==> config.mk <==
export PLATFORM = sky130hd
export DESIGN_NAME = spike_step_sequencer_flat
export DESIGN_NICKNAME = d
export VERILOG_FILES = /design/src/rtl/spike_step_sequencer_if.sv /design/src/rtl/spike_step_sequencer.sv /design/src/flat_wrapper.sv
export SDC_FILE = /design/constraint.sdc
export NUM_CORES = 1
export LEC_CHECK = 0
export CAP_MARGIN = 20
export CELL_PAD_IN_SITES_DETAIL_PLACEMENT = 0
export CELL_PAD_IN_SITES_GLOBAL_PLACEMENT = 1
export CORE_MARGIN = 5
export CORE_UTILIZATION = 31
export CTS_BUF_LIST = sky130_fd_sc_hd__clkbuf_16
export CTS_CLUSTER_SIZE = 40
export DETAILED_ROUTE_END_ITERATION = 6
export GPL_TIMING_DRIVEN = 0
export PLACE_DENSITY_LB_ADDON = 0.25
export SLEW_MARGIN = 30
export SYNTH_ARGS = -nofsm -noshare
export SYNTH_HDL_FRONTEND = slang
export SYNTH_SLANG_ARGS = --single-unit
==> constraint.sdc <==
create_clock -name clk -period 1.35 [get_ports clk]
set_input_delay 0.27 -clock clk [delete_from_list [all_inputs] [get_ports clk]]
set_output_delay 0.27 -clock clk [all_outputs]
set_load 0.02 [all_outputs]
==> src/rtl/spike_step_sequencer_if.sv <==
// Handshake bundle between the step sequencer and the neuron unit, fire FIFO
// and synaptic update processor.
interface spike_step_sequencer_if #(
  parameter int unsigned tagbits = 1
);
  logic               nu_req;
  logic [tagbits-1:0] nu_tag;
  logic               nu_ack;
  logic               nu_fired;

  logic               ff_enq;
  logic               ff_deq;
  logic [tagbits-1:0] ff_in_tag;
  logic [tagbits-1:0] ff_out_tag;
  logic               ff_full;
  logic               ff_empty;

  logic               syn_valid;
  logic [tagbits-1:0] syn_tag;
  logic               syn_ready;

  modport master (
    output nu_req, nu_tag, ff_enq, ff_deq, ff_in_tag, syn_valid, syn_tag,
    input  nu_ack, nu_fired, ff_out_tag, ff_full, ff_empty, syn_ready
  );

  modport slave (
    input  nu_req, nu_tag, ff_enq, ff_deq, ff_in_tag, syn_valid, syn_tag,
    output nu_ack, nu_fired, ff_out_tag, ff_full, ff_empty, syn_ready
  );
endinterface

==> src/rtl/spike_step_sequencer.sv <==
// Sequences one time step: sweep neurons into the fire FIFO, then drain it to the
// synaptic processor. Define FIRE_COUNT_EN to add the fire_count output.
module spike_step_sequencer #(
  parameter int unsigned numneurons = 2,
  parameter int unsigned tagbits    = 1,
  parameter int unsigned stepbits   = 16
) (
  input  logic                  clk,
  input  logic                  asyn_reset,
  input  logic                  start,
  spike_step_sequencer_if.master bus,
  output logic                  busy,
  output logic                  step_done,
  output logic [stepbits-1:0]   step_count,
  output logic                  overflow
`ifdef FIRE_COUNT_EN
  ,
  output logic [tagbits:0]      fire_count
`endif
);

  typedef enum logic [2:0] {
    IDLE,
    NREQ,
    NPOST,
    DSETTLE,
    DISSUE,
    DONE
  } state_t;

  localparam logic [tagbits-1:0] last_idx = tagbits'(numneurons - 1);

  state_t             state_q, state_d;
  logic [tagbits-1:0] idx_q, idx_d;
  logic [tagbits-1:0] tag_q, tag_d;
  logic               fired_q, fired_d;

  logic               nu_req_c;
  logic [tagbits-1:0] nu_tag_c;
  logic               ff_enq_c;
  logic               ff_deq_c;
  logic [tagbits-1:0] ff_in_tag_c;
  logic               syn_valid_c;
  logic [tagbits-1:0] syn_tag_c;
  logic               drop_c;
  logic               step_begin_c;
  logic               step_end_c;

  // State and step bookkeeping registers
  always_ff @(posedge clk or posedge asyn_reset) begin
    if (asyn_reset) begin
      state_q    <= IDLE;
      idx_q      <= '0;
      tag_q      <= '0;
      fired_q    <= 1'b0;
      step_count <= '0;
      overflow   <= 1'b0;
    end else begin
      state_q <= state_d;
      idx_q   <= idx_d;
      tag_q   <= tag_d;
      fired_q <= fired_d;
      if (step_end_c) step_count <= step_count + stepbits'(1);
      if (drop_c)     overflow   <= 1'b1;
    end
  end

  // Next state and handshake outputs
  always_comb begin
    state_d      = state_q;
    idx_d        = idx_q;
    tag_d        = tag_q;
    fired_d      = fired_q;
    nu_req_c     = 1'b0;
    nu_tag_c     = '0;
    ff_enq_c     = 1'b0;
    ff_deq_c     = 1'b0;
    ff_in_tag_c  = '0;
    syn_valid_c  = 1'b0;
    syn_tag_c    = '0;
    drop_c       = 1'b0;
    step_begin_c = 1'b0;
    step_end_c   = 1'b0;

    case (state_q)
      IDLE: begin
        if (start) begin
          state_d      = NREQ;
          idx_d        = '0;
          step_begin_c = 1'b1;
        end
      end
      NREQ: begin
        nu_req_c = 1'b1;
        nu_tag_c = idx_q;
        if (bus.nu_ack) begin
          fired_d = bus.nu_fired;
          tag_d   = idx_q;
          state_d = NPOST;
        end
      end
      NPOST: begin
        // A fired tag that finds the FIFO full is lost and flagged sticky
        if (fired_q) begin
          if (bus.ff_full) begin
            drop_c = 1'b1;
          end else begin
            ff_enq_c    = 1'b1;
            ff_in_tag_c = tag_q;
          end
        end
        if (idx_q == last_idx) begin
          state_d = DSETTLE;
        end else begin
          idx_d   = idx_q + tagbits'(1);
          state_d = NREQ;
        end
      end
      DSETTLE: begin
        state_d = DISSUE;
      end
      DISSUE: begin
        if (bus.ff_empty) begin
          state_d = DONE;
        end else begin
          syn_valid_c = 1'b1;
          syn_tag_c   = bus.ff_out_tag;
          if (bus.syn_ready) begin
            ff_deq_c = 1'b1;
            state_d  = DSETTLE;
          end
        end
      end
      DONE: begin
        step_end_c = 1'b1;
        state_d    = IDLE;
      end
      default: begin
        state_d = IDLE;
      end
    endcase
  end

  assign bus.nu_req    = nu_req_c;
  assign bus.nu_tag    = nu_tag_c;
  assign bus.ff_enq    = ff_enq_c;
  assign bus.ff_deq    = ff_deq_c;
  assign bus.ff_in_tag = ff_in_tag_c;
  assign bus.syn_valid = syn_valid_c;
  assign bus.syn_tag   = syn_tag_c;
  assign busy          = (state_q != IDLE);
  assign step_done     = step_end_c;

`ifdef FIRE_COUNT_EN
  // Fires enqueued during the current (or most recent) step
  always_ff @(posedge clk or posedge asyn_reset) begin
    if (asyn_reset) begin
      fire_count <= '0;
    end else if (step_begin_c) begin
      fire_count <= '0;
    end else if (ff_enq_c) begin
      fire_count <= fire_count + (tagbits + 1)'(1);
    end
  end
`endif

endmodule

==> src/flat_wrapper.sv <==
// flat-port wrapper written by rule: the top's interface ports become plain ports
module spike_step_sequencer_flat 
#(
  parameter int unsigned numneurons = 2,
  parameter int unsigned tagbits    = 1,
  parameter int unsigned stepbits   = 16
)
  (clk, asyn_reset, start, busy, step_done, step_count, overflow, bus_nu_req, bus_nu_tag, bus_ff_enq, bus_ff_deq, bus_ff_in_tag, bus_syn_valid, bus_syn_tag, bus_nu_ack, bus_nu_fired, bus_ff_out_tag, bus_ff_full, bus_ff_empty, bus_syn_ready);
  spike_step_sequencer_if #(.tagbits(tagbits)) bus_i ();
  input  logic clk;
  input  logic asyn_reset;
  input  logic start;
  output logic busy;
  output logic step_done;
  output logic [stepbits-1:0] step_count;
  output logic overflow;
  output wire logic [$bits(bus_i.nu_req)-1:0] bus_nu_req;
  output wire logic [$bits(bus_i.nu_tag)-1:0] bus_nu_tag;
  output wire logic [$bits(bus_i.ff_enq)-1:0] bus_ff_enq;
  output wire logic [$bits(bus_i.ff_deq)-1:0] bus_ff_deq;
  output wire logic [$bits(bus_i.ff_in_tag)-1:0] bus_ff_in_tag;
  output wire logic [$bits(bus_i.syn_valid)-1:0] bus_syn_valid;
  output wire logic [$bits(bus_i.syn_tag)-1:0] bus_syn_tag;
  input wire logic [$bits(bus_i.nu_ack)-1:0] bus_nu_ack;
  input wire logic [$bits(bus_i.nu_fired)-1:0] bus_nu_fired;
  input wire logic [$bits(bus_i.ff_out_tag)-1:0] bus_ff_out_tag;
  input wire logic [$bits(bus_i.ff_full)-1:0] bus_ff_full;
  input wire logic [$bits(bus_i.ff_empty)-1:0] bus_ff_empty;
  input wire logic [$bits(bus_i.syn_ready)-1:0] bus_syn_ready;
  assign bus_nu_req = bus_i.nu_req;
  assign bus_nu_tag = bus_i.nu_tag;
  assign bus_ff_enq = bus_i.ff_enq;
  assign bus_ff_deq = bus_i.ff_deq;
  assign bus_ff_in_tag = bus_i.ff_in_tag;
  assign bus_syn_valid = bus_i.syn_valid;
  assign bus_syn_tag = bus_i.syn_tag;
  assign bus_i.nu_ack = bus_nu_ack;
  assign bus_i.nu_fired = bus_nu_fired;
  assign bus_i.ff_out_tag = bus_ff_out_tag;
  assign bus_i.ff_full = bus_ff_full;
  assign bus_i.ff_empty = bus_ff_empty;
  assign bus_i.syn_ready = bus_syn_ready;
  spike_step_sequencer #(.numneurons(numneurons), .tagbits(tagbits), .stepbits(stepbits)) u_core (.clk(clk), .asyn_reset(asyn_reset), .start(start), .bus(bus_i), .busy(busy), .step_done(step_done), .step_count(step_count), .overflow(overflow));
endmodule
==> results of run 1 <==
registers in the layout, summed over array words and instances, names as in the netlist:
name,count
u_core.overflow,1
u_core.fired_q,1
u_core.idx_q,1
u_core.state_q,3
u_core.step_count,16
u_core.tag_q,1
cell usage in the layout, fill, tap and decap left out, types with 4 or more instances in the layout:
master            n
buf_6            19
nand3_1           6
dfrtp_1          16
xnor2_1          10
dfrtp_2           7
nor2_4            6
xor2_1            4
nand2_1           9
buf_4            15
clkdlybuf4s50_1   7
dlygate4sd2_1    15
area by class of cell:
class / count / area share [%]
multi-input cells: 73 / 33.29
clock buffers: 3 / 3.871
repair buffers: 56 / 26.90
plain buffers: 3 / 1.742
clock inverters: 1 / 0.1935
well taps: 48 / 3.097
flip-flops and latches: 23 / 30.13
inverters: 4 / 0.7742
repair_timing:
item,CTS,global route
gates resized for setup,82,25
buffers inserted,20,4
endpoints found under the setup margin,33,27
pin swaps,13,9
power by group:
part	total (µW)	switching, µW	internal (µW)	leakage (µW)
combinational	1780	825	960	0.000669
sequential	986	141	845	0.000296
clock	626	231	395	0.0000423
worst min path at each step:
stage / startpoint / endpoint / slack [ns]
4_1_cts: u_core.step_count[15]$_DFFE_PP0P_ / u_core.step_count[15]$_DFFE_PP0P_ / 0.47
2_1_floorplan: asyn_reset / u_core.fired_q$_DFFE_PP0P_ / 0.27
3_3_place_gp: u_core.overflow$_DFFE_PP0P_ / u_core.overflow$_DFFE_PP0P_ / 0.45
5_1_grt: asyn_reset / u_core.step_count[14]$_DFFE_PP0P_ / 0.45
6_report: asyn_reset / u_core.step_count[7]$_DFFE_PP0P_ / 0.38
3_5_place_dp: u_core.overflow$_DFFE_PP0P_ / u_core.overflow$_DFFE_PP0P_ / 0.47
stage by stage:
stage          cells  hold WS, ns  setup TNS, ns  total power [µW]  utilization (%)
2_1_floorplan    103       0.2714        -0.5291              1762                -
5_1_grt          211       0.4546         -3.875              3594            54.20
3_5_place_dp     185       0.4677         -6.324              2175            44.27
3_3_place_gp     185       0.4512         -6.412              2173            44.27
4_1_cts          209       0.4711         -2.817              3161            51.64
6_report         211       0.3759         -2.608              3396            54.20
metal layers:
layer	part of all wire, %	GRT usage, %	vias up
met2	54	20.69	28
met4	2.9	7.447	0
met5	0	0	-
met1	39	13.06	475
li1	-	-	473
met3	3.9	1.727	7
cell families after synthesis:
kind of cell	count (synthesis)
and+or+nand+nor	46
DFF	23
xor gates and xnor gates	15
AOI/OAI and AO/OA	9
buffers and inverters	7
muxes	2
adders and majority gates	1
==> metrics.md, run 1 <==
| Metric | Value |
|---|---|
| Status | complete, but fails checks |
| Failing checks | negative setup slack |
| Initial antenna violation count | 0 |
| FF-to-FF setup slack | -0.13 ns |
| Gp weighted congestion | approximately 0.7 |
| I/O Pins | 35 |
| Gate Count Post-Synth | slightly above 100 |
| Routed Antenna Nets | 0 |
| CTS Buf Count | 3 |
| Post-synth ARST share | 100.0% |
| Worst vdd ir | 1.102 mV |
| Core ar. | 3578 µm² |
| Worst-path maximum fanout | 5 |
| RSZ-0062 raised after global routing | true |
| Slowest CP cell | dfrtp_1 |
| Clock latency on the worst-skew pair | around 0.25 ns |
| Crit path max-delay family | simple AND/OR/NAND/NOR gates |
| Final WL | 2.776 mm |
| Synth Area in XOR/XNOR | 11.65% |
| 1st-pass router iterations | 4 |
| Ys Warns | 0 |
| Clk buf depth | 2 |
| Vias | 983 |
| Worst path required time | roughly 1.1 ns |
| Setup CP Type | reg -> out |
| Total Routing Usage GR | 11.76% |
| Hold Path Class | in -> async |
| Leakage power | 0.001008 µW |
| Dominant cell type by area after synthesis | dfrtp_1 |
| Crit-path max cell delay | 0.39 ns |
| TritonCTS clock tree | done |
| Share of cells above drive strength 1 | 44.79% |
| Final setup fails | 18 |
| Slew Viols, Final | 0 |
| Cell Area, Placed | approximately 1600 µm² |
| Synth area leaders | dfrtp_1 (51%), xnor2_1 (8.5%), nand2_1 (3.7%), nand3_1 (3.1%), xor2_1 (3.1%) |
| Simple-gate area share of the yosys netlist | approximately a quarter |
| Main combinational cell family by area after synthesis | simple AND/OR/NAND/NOR gates |
| Final Cycle Share | 120.5% |
| Post-Synth Adder-Cell Area | 1.110% |
| Clock root cell | clkbuf_16 |
| Vias per cell | 4.659 |
| Pre-CTS WS | -0.6471 ns |
| IO Port Bufs | 34 |
| Peak Freq | a little over 600 MHz |
| CP Buf/Inv Count | 2 |
| Reg2Reg Depth | 5 |
| Post-CTS Hold Fix Bufs | 0 |
| Fin nets | 174 |
| Area growth from synthesis to layout | 72.03% |
| Startpoint types | flip-flop |
| Final Hold Vio Count | 0 |
| Total gr overflow | 0 |
| Initial Util | between 30% and 40% |
| Detailed-placement wirelength estimate | approximately 1.8 mm |
| WL per Instance | about 13 µm |
| Reg2Reg Capture Point | u_core.step_count[12]$_DFFE_PP0P_ |
| Final worst slack | -0.2768 ns |
| Htree depth | 1 |
| Clk sink count | 23 |
| Worst setup EP type | primary output |
| Clk pin slew, worst setup/hold paths | 0.06 ns |
| Top cells by count, synth | dfrtp_1 (23), nand2_1 (11), xnor2_1 (11) |
| Count leader, synth | dfrtp_1 |
| Residual DRC | 0 |
| Critical R2R Launch | u_core.state_q[1]$_DFFE_PP0P_ |
| Largest net degree at the start of global routing | 24 |
| Max cap viols | 0 |
| Die W | 70.31 µm |
| Clock Skews | 0.001898 ns |
| Register area | 584.3 µm² |
| CP Launch Point | u_core.state_q[0]$_DFFE_PP0P_ |
| Multi-input logic area | 645.6 µm² |
| Syn_nets | 113 |
| ANT cells | 0 |
| Final Cell Area | 1939 µm² |
| Slew @ Worst Pin | ~0.8 ns |
| First-pass GRT wire length | ~4.6 mm |
| Crit-path cells | buf_6 -> nor2_4 -> nand2_4 -> nor2_4 -> and2_4 -> buf_6 |
| Syn_area_per_cell | 10.94 µm² |
| Synthesized area | 1127 µm² |
| Synth top area share | 51.05% |
| Critical Path AT | 1.36 ns |
| Netlist cell types | 33 |
| Number of global-route vias before repair | 1043 |
| Multiplexer share of the synthesized area | 1.998% |
| Fraction of the mapped netlist area in compound gates | 4.994% |
| Fill cell count | 334 |
| Yosys reg bits | 23 |
| Primary FF master, synth | dfrtp_1 |
| End point of the critical path | bus_syn_tag |
| Final Critical Period | 1.627 ns |
| Pwr Density | 1751 nW/µm² |
| FP Rows | 22 |
| Die height | between 70 and 80 µm |
| Starting DRC count in detailed routing | 12 |
| WP depth | 6 |
| Max-slew headroom | 46.08% |
| Post-synth EDFFs | 0 |
| Sequential share of the synthesized area | 51.05% |
| Full die area | 4943 µm² |
Power figures use the tool's default switching activity.
==> run 2: changes to the inputs <==
ABC_AREA = 1   (was default)
CORE_UTILIZATION = 30   (was 31)
==> run 2 against run 1 <==
Against the previous run:
- the run still ends with negative setup slack left
- setup slack better by 0.069 ns
- cell count is 26% higher
- first-iteration DRC count is 58% higher
- global-route usage is 0.65 points higher
- synthesized area is 10% higher
- count of clock-buffer cells in the layout stayed put
- sequential share of layout area is 1.2 points lower
- critical endpoint is now bus_ff_in_tag
- largest cell class unchanged
- highest routed layer unchanged
==> metrics.md, run 2 <==
| Metric | Value |
|---|---|
| WL per Instance | 11.87 µm |
| Final Cell Area | 2003 µm² |
| Clock Skews | 0.003055 ns |
| Sequential share of the synthesized area | around 46% |
| Max-slew headroom | 65.72% |
| Slew Viols, Final | 0 |
| Setup TNS | -2.041 ns |
| Worst setup EP type | primary output |
| Htree depth | 1 |
| Final setup fails | 19 |
| Status | complete, but fails checks |
| Syn_area_per_cell | 7.856 µm² |
| Number of global-route vias before repair | 1204 |
| Share of cells above drive strength 1 | 32.56% |
| Post-synth ARST share | 100.0% |
| Synthesized area | 1241 µm² |
| Pre-CTS WS | -0.5659 ns |
| Hold Path Class | in -> async |
| Post-synth EDFFs | 0 |
| Core ar. | 4000 µm² |
| FP Rows | 23 |
| First-pass GRT wire length | between 5 and 6 mm |
| Die W | 74.32 µm |
| Clock latency on the worst-skew pair | 0.26 ns |
| Detailed-placement wirelength estimate | 2.252 mm |
| Worst path required time | 1.08 ns |
| Most frequent cells in the layout | nand2_1 (34), inv_1 (27), dfrtp_1 (20) |
| Post-CTS Hold Fix Bufs | 0 |
| Netlist cell types | 24 |
| Top Layer Used | met4 |
| Largest regs | u_core.step_count (16), u_core.state_q (3) |
| Clk buf depth | 2 |
| Total Routing Usage GR | 12.41% |
| Gp weighted congestion | 0.7368 |
| Residual DRC | 0 |
| Clk sink count | 23 |
| Area growth from synthesis to layout | 61.39% |
| TritonCTS clock tree | done |
| Wl on met1 | 1.313 mm |
| Setup CP Type | reg -> out |
| Max cap viols | 0 |
| Final Critical Period | approximately 1.6 ns |
| Fin nets | 226 |
| Initial Util | between 30% and 40% |
| Core Util, Final | between 50% and 60% |
| Clk pin slew, worst setup/hold paths | 0.06 ns |
| Syn_nets | 168 |
| Startpoint types | flip-flop |
| Primary FF master, synth | dfrtp_1 |
| 1st-pass router iterations | 4 |
| Synth top area share | 46.37% |
| Leakage power | 0.001017 µW |
| Worst vdd ir | 1.214 mV |
| Cell Area, Placed | 1670 µm² |
| Slew @ Worst Pin | between 0.5 and 0.6 ns |
| Initial antenna violation count | 0 |
| Starting DRC count in detailed routing | 19 |
| Largest net degree at the start of global routing | 24 |
| Top cells by count, synth | nand2_1 (39), inv_1 (28), dfrtp_1 (23) |
| Dominant cell type by area after synthesis | dfrtp_1 |
| Final Hold Vio Count | 0 |
| Vias per cell | 4.521 |
| Yosys reg bits | 23 |
| Final worst slack | -0.2075 ns |
| Total gr overflow | 0 |
| Count leader, synth | nand2_1 |
| Reg2Reg Depth | 7 |
| Reg with most FFs | u_core.step_count |
| RSZ-0062 raised after global routing | true |
| Met3 WL | 154 µm |
| Clock root cell | clkbuf_16 |
| Pwr Density | 1632 nW/µm² |
| Failing checks | negative setup slack |
| Peak Freq | 642.1 MHz |
| Worst-path maximum fanout | 4 |
| Commonest non-fill, non-tap cell in the layout | nand2_1 |
| Die height | approximately 74 µm |
| CTS Buf Count | 3 |
| Vias | 1198 |
| Gate Count Post-Synth | 158 |
| I/O Pins | 35 |
| Ys Warns | 0 |
| Critical Path AT | 1.29 ns |
| Final WL | ~3.1 mm |
| Synth area leaders | dfrtp_1 (46%), nand2_1 (12%), inv_1 (8.5%), nand3_1 (4.8%), nor2_1 (4.8%) |
| Full die area | about 5500 µm² |
| IO Port Bufs | 34 |
| Final Cycle Share | 115.4% |
| Met2 WL | 1.603 mm |
| ANT cells | 0 |
| Max reg flops | 16 |
| Routed Antenna Nets | 0 |
| Hold Slack | 0.3635 ns |
run 2: final timing paths:
path	from	slack, ns	to
setup / recovery	u_core.state_q[0]$_DFFE_PP0P_	-0.21	bus_ff_in_tag
hold / removal	asyn_reset	0.36	u_core.step_count[12]$_DFFE_PP0P_
min in group clk	u_core.overflow$_DFFE_PP0P_	0.48	u_core.overflow$_DFFE_PP0P_
hold reg to reg	u_core.overflow$_DFFE_PP0P_	0.48	u_core.overflow$_DFFE_PP0P_
setup reg to reg	u_core.state_q[1]$_DFFE_PP0P_	-0.14	u_core.step_count[12]$_DFFE_PP0P_
max in group asynchronous	asyn_reset	0.61	u_core.state_q[1]$_DFFE_PP0P_
run 2: kinds of logic after synthesis:
family | Yosys count | synth area share (%)
AOI/OAI and AO/OA | 9 | 4.032
xor gates and xnor gates | 9 | 6.350
adders and majority gates | 1 | 1.008
buffers and inverters | 32 | 9.677
DFF | 23 | 46.37
and+or+nand+nor | 84 | 32.56
run 2: layout make-up:
class | instances | area [µm²]
fillers | 382 | 1997
inverters | 32 | 125.1
flip-flops and latches | 23 | 579.3
repair buffers | 53 | 483.0
multi-input cells | 103 | 674.4
well taps | 50 | 62.56
clock buffers | 3 | 75.07
clock inverters | 1 | 3.754
run 2: what timing repair did:
action / 4_1_cts / 5_1_grt
setup endpoints to repair: 26 / 24
resized for setup: 90 / 24
setup buffers: 6 / 13
pin swaps: 8 / 13
run 2: metal layers:
layer	vias to the layer above	GRT usage, %
met3	7	2.838
met1	568	15.34
met2	25	21.06
li1	598	-
met4	0	4.743
met5	-	0
run 2: report_power, final:
| group | internal [µW] | switching (µW) |
|---|---|---|
| logic | 766 | 851 |
| registers | 848 | 157 |
| clock network | 396 | 251 |
run 2: stage by stage:
stage / instances / total power [µW]
4_1_cts: 252 / 3014
5_1_grt: 265 / 3481
3_5_place_dp: 242 / 2105
6_report: 265 / 3268
3_3_place_gp: 242 / 2084
2_1_floorplan: 158 / 1665
run 2: critical path, cell delays in order (launching register included):
cell and delay [ns]:
dfrtp_2 0.45, inv_2 0.10, nand3_4 0.08, nor3_4 0.13, and2_4 0.16, buf_6 0.11
==> RTL change 1 (config.mk and constraints of run 2) <==
Re-encode `state_t` (6 states) as one-hot, 6 bits wide.
--- a/src/rtl/spike_step_sequencer.sv
+++ b/src/rtl/spike_step_sequencer.sv
@@ -19,13 +19,13 @@
 `endif
 );
 
-  typedef enum logic [2:0] {
-    IDLE,
-    NREQ,
-    NPOST,
-    DSETTLE,
-    DISSUE,
-    DONE
+  typedef enum logic [5:0] {
+    IDLE    = 6'b000001,
+    NREQ    = 6'b000010,
+    NPOST   = 6'b000100,
+    DSETTLE = 6'b001000,
+    DISSUE  = 6'b010000,
+    DONE    = 6'b100000
   } state_t;
 
   localparam logic [tagbits-1:0] last_idx = tagbits'(numneurons - 1);
Check against the original RTL: no difference found for any inputs over 10 cycles, from zero or initial values and one cycle with asyn_reset high; not proved beyond that.
==> RTL change 1 against run 2 <==
- sequential cell count is 3 higher
- non-clock buffer count is 10 higher
- worst setup slack worse by 0.079 ns
- wire length is 20% higher
- design area is 18% higher
- the flow still finishes with violations (negative setup slack)
- synthesized area is 22% higher
- power is 17% lower
- hold slack better by 0.022 ns
- critical path type unchanged
==> RTL change 1: results (changes against run 2) <==
| Metric | Value |
|---|---|
| Status | `finished, violations left` |
| Violated checks | `negative setup slack` |
| Worst Setup SP | `u_core.state_q[0]` |
| Adder-cell share of the synthesized area | `0.827% (-0.18 points)` |
| Vias/cell | `4.30 (-4.9%)` |
| Routability congestion estimate from global placement | `0.789 (+7.1%)` |
| Final nets | `269 (+19%)` |
| R2R Path End | `u_core.step_count[8]` |
| Worst reg2reg path depth | `8 (+1)` |
| Worst slew margin | `64.0% (-1.7 points)` |
| Clk pwr | `0.000648 W (about the same)` |
| Synth area leaders | `dfrtp_1 41%, nand2_1 15%, nor2_1 6.7%` |
| Fraction of registers with async set/reset | `100% (unchanged)` |
| # fillers | `489 (+28%)` |
| Yosys reg bits | `26 (+13%)` |
| Post-synth top cells | `59 x nand2_1, 27 x nor2_1, 25 x dfrtp_1, 22 x inv_1, 9 x nand3_1` |
| Worst Path Arrival | `1.37 ns (+0.08 ns)` |
| Post-CTS Setup Bufs | `15 (+9)` |
| Clock skew | `0.00279 ns (-0.000261 ns)` |
| Final WS setup | `-0.286 ns (-0.0787 ns)` |
| Layout cells sized above 1 | `32.2% (-0.39 points)` |
| Met1 usage | `13.6% (-1.8 points)` |
| Largest net degree at the start of global routing | `27 (+13%)` |
| Final setup fails | `19 (unchanged)` |
| FF-to-FF setup slack | `-0.09 ns (+0.05 ns)` |
| Buffers on Ports | `34 (unchanged)` |
| Cell variety after synth | `29 (+21%)` |
| CTS resizes | `78 (-13%)` |
| Sequential share of the synthesized area | `43.1% (-3.3 points)` |
| Total GRT Usage | `12.1% (-0.31 points)` |
| Critical Path Sink | `step_done` |
| Vias in the first global route | `1378 (+14%)` |
| Met3 usage | `2.66% (-0.18 points)` |
| Leakage | `1.13 nW (+11%)` |
| WL final | `3.77 mm (+20%)` |
| Max FO, Critical Path | `3 (-1)` |
| Worst hold slack | `0.385 ns (+0.0218 ns)` |
| Synth Area in Compound Gates | `5.38% (+1.3 points)` |
| Initial drt markers | `61 (+42)` |
| Worst path max stage delay | `0.58 ns (+0.13 ns)` |
| Hpwl dp | `2.60 mm (+15%)` |
| Post-Syn Nets | `202 (+20%)` |
| VDD IR max | `0.000815 V (-33%)` |
| Net switching power | `0.000890 W (-29%)` |
| Synth Warn # | `0 (unchanged)` |
| First-pass GRT wire length | `6.18 mm (+17%)` |
| Seq pwr share | `35.6% (+4.9 points)` |
| Slowest stage cell, crit path | `dfstp_2` |
| Top flop regs | `u_core.step_count: 16 flops, u_core.state_q: 6 flops` |
## RTL change 1: through the flow
step	TNS [ns]	std cells	worst slack [ns]	power (W)	area, µm²
final	-2.46	325	-0.286	0.00270	2370
after global routing	-4.04	325	-0.330	0.00286	2370
after CTS	-2.49	312	-0.281	0.00248	2170
after detailed placement	-5.09	293	-0.688	0.00162	1960
after global placement	-9.74	293	-0.692	0.00162	1960
after floorplan	-0.218	192	-0.198	0.00141	1540
## RTL change 1: critical path, delay by kind of cell (launching register included)
family	cells	cell delay, ns
buffers and inverters	3	0.35
DFF	1	0.58
and+or+nand+nor	3	0.18
## RTL change 1: cell type report
type                       count  area share (%)
sequential                    26            27.7
inverter                      22            3.59
clock buffer                   3            3.16
multi-input combinational    143            37.2
timing repair buffer          62            24.2
clock inverter                 1           0.158
tap                           67            3.53
buffer                         1           0.475
## RTL change 1: layer usage
metal	routed length, µm	up-vias
met2	2000	21
met3	139	2
met1	1610	634
met4	22	0
li1	-	740
met5	0	-
==> RTL change 2 (settings of run 2) <==
Without the edit above. `stepbits` is set to 16 in 2 places; all go to 20.
--- a/src/rtl/spike_step_sequencer.sv
+++ b/src/rtl/spike_step_sequencer.sv
@@ -3,7 +3,7 @@
 module spike_step_sequencer #(
   parameter int unsigned numneurons = 2,
   parameter int unsigned tagbits    = 1,
-  parameter int unsigned stepbits   = 16
+  parameter int unsigned stepbits   = 20
 ) (
   input  logic                  clk,
   input  logic                  asyn_reset,
--- a/src/flat_wrapper.sv
+++ b/src/flat_wrapper.sv
@@ -3,7 +3,7 @@
 #(
   parameter int unsigned numneurons = 2,
   parameter int unsigned tagbits    = 1,
-  parameter int unsigned stepbits   = 16
+  parameter int unsigned stepbits   = 20
 )
   (clk, asyn_reset, start, busy, step_done, step_count, overflow, bus_nu_req, bus_nu_tag, bus_ff_enq, bus_ff_deq, bus_ff_in_tag, bus_syn_valid, bus_syn_tag, bus_nu_ack, bus_nu_fired, bus_ff_out_tag, bus_ff_full, bus_ff_empty, bus_syn_ready);
   spike_step_sequencer_if #(.tagbits(tagbits)) bus_i ();
Ports: changed (resized step_count); port bits go from 35 to 39. No check against the original RTL was run, so the function may have changed too.
==> RTL change 2 against run 2 <==
- sequential cell count rose by 4
- synthesized area rose by 16%
- worst setup slack got worse by 0.048 ns
- design area rose by 15%
- the run still ends with negative setup slack left
- largest power group unchanged
- cell count rose by 12%
- first-iteration DRC count rose to 2.9 times the old value
- wire length rose by 10%
- combinational power fell by 9.9%
- critical endpoint unchanged
- power rose by 0.89%
==> RTL change 2: results (changes against run 2) <==
| Metric | Value |
|---|---|
| Status | `finished, violations left` |
| Violated checks | `negative setup slack` |
| Fraction of registers with async set/reset | `100% (unchanged)` |
| Number of CTS-inserted buffers | `3 (unchanged)` |
| Final setup fails | `25 (+6)` |
| WL final | `3.46 mm (+10%)` |
| Synth Warn # | `0 (unchanged)` |
| Buffers on Ports | `38 (+12%)` |
| Final WS setup | `-0.256 ns (-0.0484 ns)` |
| Worst Path Arrival | `1.34 ns (+0.05 ns)` |
| H-tree depth | `1 (unchanged)` |
| Metal2 WL | `1.74 mm (+8.5%)` |
| Finished Layout Cells | `298 (+12%)` |
| Worst slew margin | `62.1% (-3.6 points)` |
| Synth area leaders | `dfrtp_1 47%, nand2_1 14%, inv_1 7.0%` |
| Setup WS pre-CTS | `-0.628 ns (-0.0619 ns)` |
| Worst hold slack | `0.382 ns (+0.0188 ns)` |
| Clk root buf | `clkbuf_16` |
| Routed vias | `1347 (+12%)` |
| Slowest stage cell, crit path | `dfrtp_2` |
| Initial drt markers | `55 (+36)` |
| Synth Area in Compound Gates | `3.48% (-0.55 points)` |
| Top flop regs | `u_core.step_count: 20 flops, u_core.state_q: 3 flops` |
| Mux share of post-synthesis cell area | `0% (unchanged)` |
| Clock transition at the registers of the reported paths | `approximately 0.07 ns` |
| Leakage | `1.15 nW (+13%)` |
| Layout cells sized above 1 | `31.1% (-1.4 points)` |
| Max FO, Critical Path | `5 (+1)` |
| First-pass GRT wire length | `6.00 mm (+13%)` |
| Total GRT Usage | `11.9% (-0.55 points)` |
| Cell variety after synth | `22 (-8.3%)` |
| Top Layer Used | `met4` |
| Post-DP Area | `1910 µm² (+15%)` |
| Clock skew | `0.00541 ns (+0.00235 ns)` |
| Met3 routed WL | `137 µm (-11%)` |
| Sequential share of the synthesized area | `47.0% (+0.59 points)` |
| Initial antenna violation count | `0 (unchanged)` |
| Post-synth top cells | `53 x nand2_1, 27 x dfrtp_1, 27 x inv_1, 22 x nor2_1, 10 x nand3_1` |
| VDD IR max | `0.00104 V (-14%)` |
| Wl on met1 | `1.55 mm (+18%)` |
| Hpwl dp | `2.43 mm (+8.1%)` |
| Worst reg2reg path startpoint | `u_core.state_q[2]` |
| Largest net degree at the start of global routing | `28 (+17%)` |
| Post-Syn Nets | `191 (+14%)` |
| Setup TNS | `-2.97 ns (-0.931 ns)` |
| Worst reg2reg path depth | `8 (+1)` |
| Synthesized area per cell | `7.95 µm² (+1.2%)` |
| Routability congestion estimate from global placement | `0.770 (+4.5%)` |
| Adder-cell share of the synthesized area | `0.870% (-0.14 points)` |
| Worst path max stage delay | `about 0.46 ns` |
| R2R Path End | `u_core.step_count[19]` |
| Placed cells | `273 (+13%)` |
| HP Class | `primary input to asynchronous set/reset pin` |
| Post-Synth XOR/XNOR Area | `6.70% (+0.34 points)` |
| Worst-case clock buffer depth | `2 (unchanged)` |
| Final nets | `255 (+13%)` |
[RTL change 2: changes by cell type after synthesis, moves of 2 or more]
| cell | run 2 | this run |
|---|---|---|
| inv_2 | 4 | 0 |
| nand2_1 | 39 | 53 |
| nand3_1 | 12 | 10 |
| nand4_1 | 3 | 6 |
| o21ai_0 | 5 | 2 |
| nand3_2 | 0 | 2 |
| nor2_2 | 3 | 1 |
| o21bai_1 | 1 | 3 |
| dfrtp_1 | 23 | 27 |
| xor2_1 | 5 | 7 |
| nor3_1 | 3 | 6 |
| nor2_1 | 16 | 22 |
[RTL change 2: per-layer routing]
layer / track usage (%) / up-vias
met5: 0 / -
met4: 2.41 / 0
met1: 15.1 / 616
met2: 20.0 / 26
met3: 3.29 / 4
li1: - / 701
[RTL change 2: power breakdown]
part	switching [W]	internal (W)
logic	0.000760	0.000697
clock network	0.000285	0.000403
registers	0.000187	0.000965
[RTL change 2: per-stage QoR]
step	util (%)	total power [W]
2_1_floorplan	-	0.00173
3_3_place_gp	40.8	0.00214
3_5_place_dp	40.8	0.00214
4_1_cts	44.9	0.00306
5_1_grt	49.1	0.00350
6_report	49.1	0.00330
[RTL change 2: worst max-delay path: cells and delay by family (launching register included)]
kind          cells  cell delay, ns
buf+inv           2            0.21
simple gates      3            0.40
flops             1            0.46
[RTL change 2: logic make-up (layout without fill, tap and decap cells)]
logic type,Yosys count,count (layout)
AOI/OAI and AO/OA,8,8
xor gates and xnor gates,11,11
adders and majority gates,1,1
buffers and inverters,27,90
DFF,27,27
and+or+nand+nor,107,107
[RTL change 2: area by class of cell]
class                           instances  area, µm²
Clock inverter                          1       7.51
Fill cell                             465       2390
Multi-Input combinational cell        127        841
Inverter                               27        104
Timing Repair Buffer                   59        528
Sequential cell                        27        681
Tap cell                               54       67.6
Clock buffer                            3       75.1
[RTL change 2: worst max-delay path by stage]
stage / cells after the start / slack, ns / start / endpoint
after floorplan: 2 / -0.13 / u_core.state_q[0] / bus_nu_tag
after global placement: 5 / -0.63 / u_core.state_q[2] / bus_ff_in_tag
after detailed placement: 5 / -0.63 / u_core.state_q[2] / bus_ff_in_tag
after CTS: 2 / -0.26 / u_core.state_q[1] / bus_nu_req
after global routing: 5 / -0.33 / u_core.state_q[2] / bus_ff_in_tag
final: 5 / -0.26 / u_core.state_q[2] / bus_ff_in_tag
[RTL change 2: timing repair]
item	CTS	global route
buffers inserted	10	12
pin swaps	8	14
setup endpoints to repair	39	29
gates resized for setup	90	39
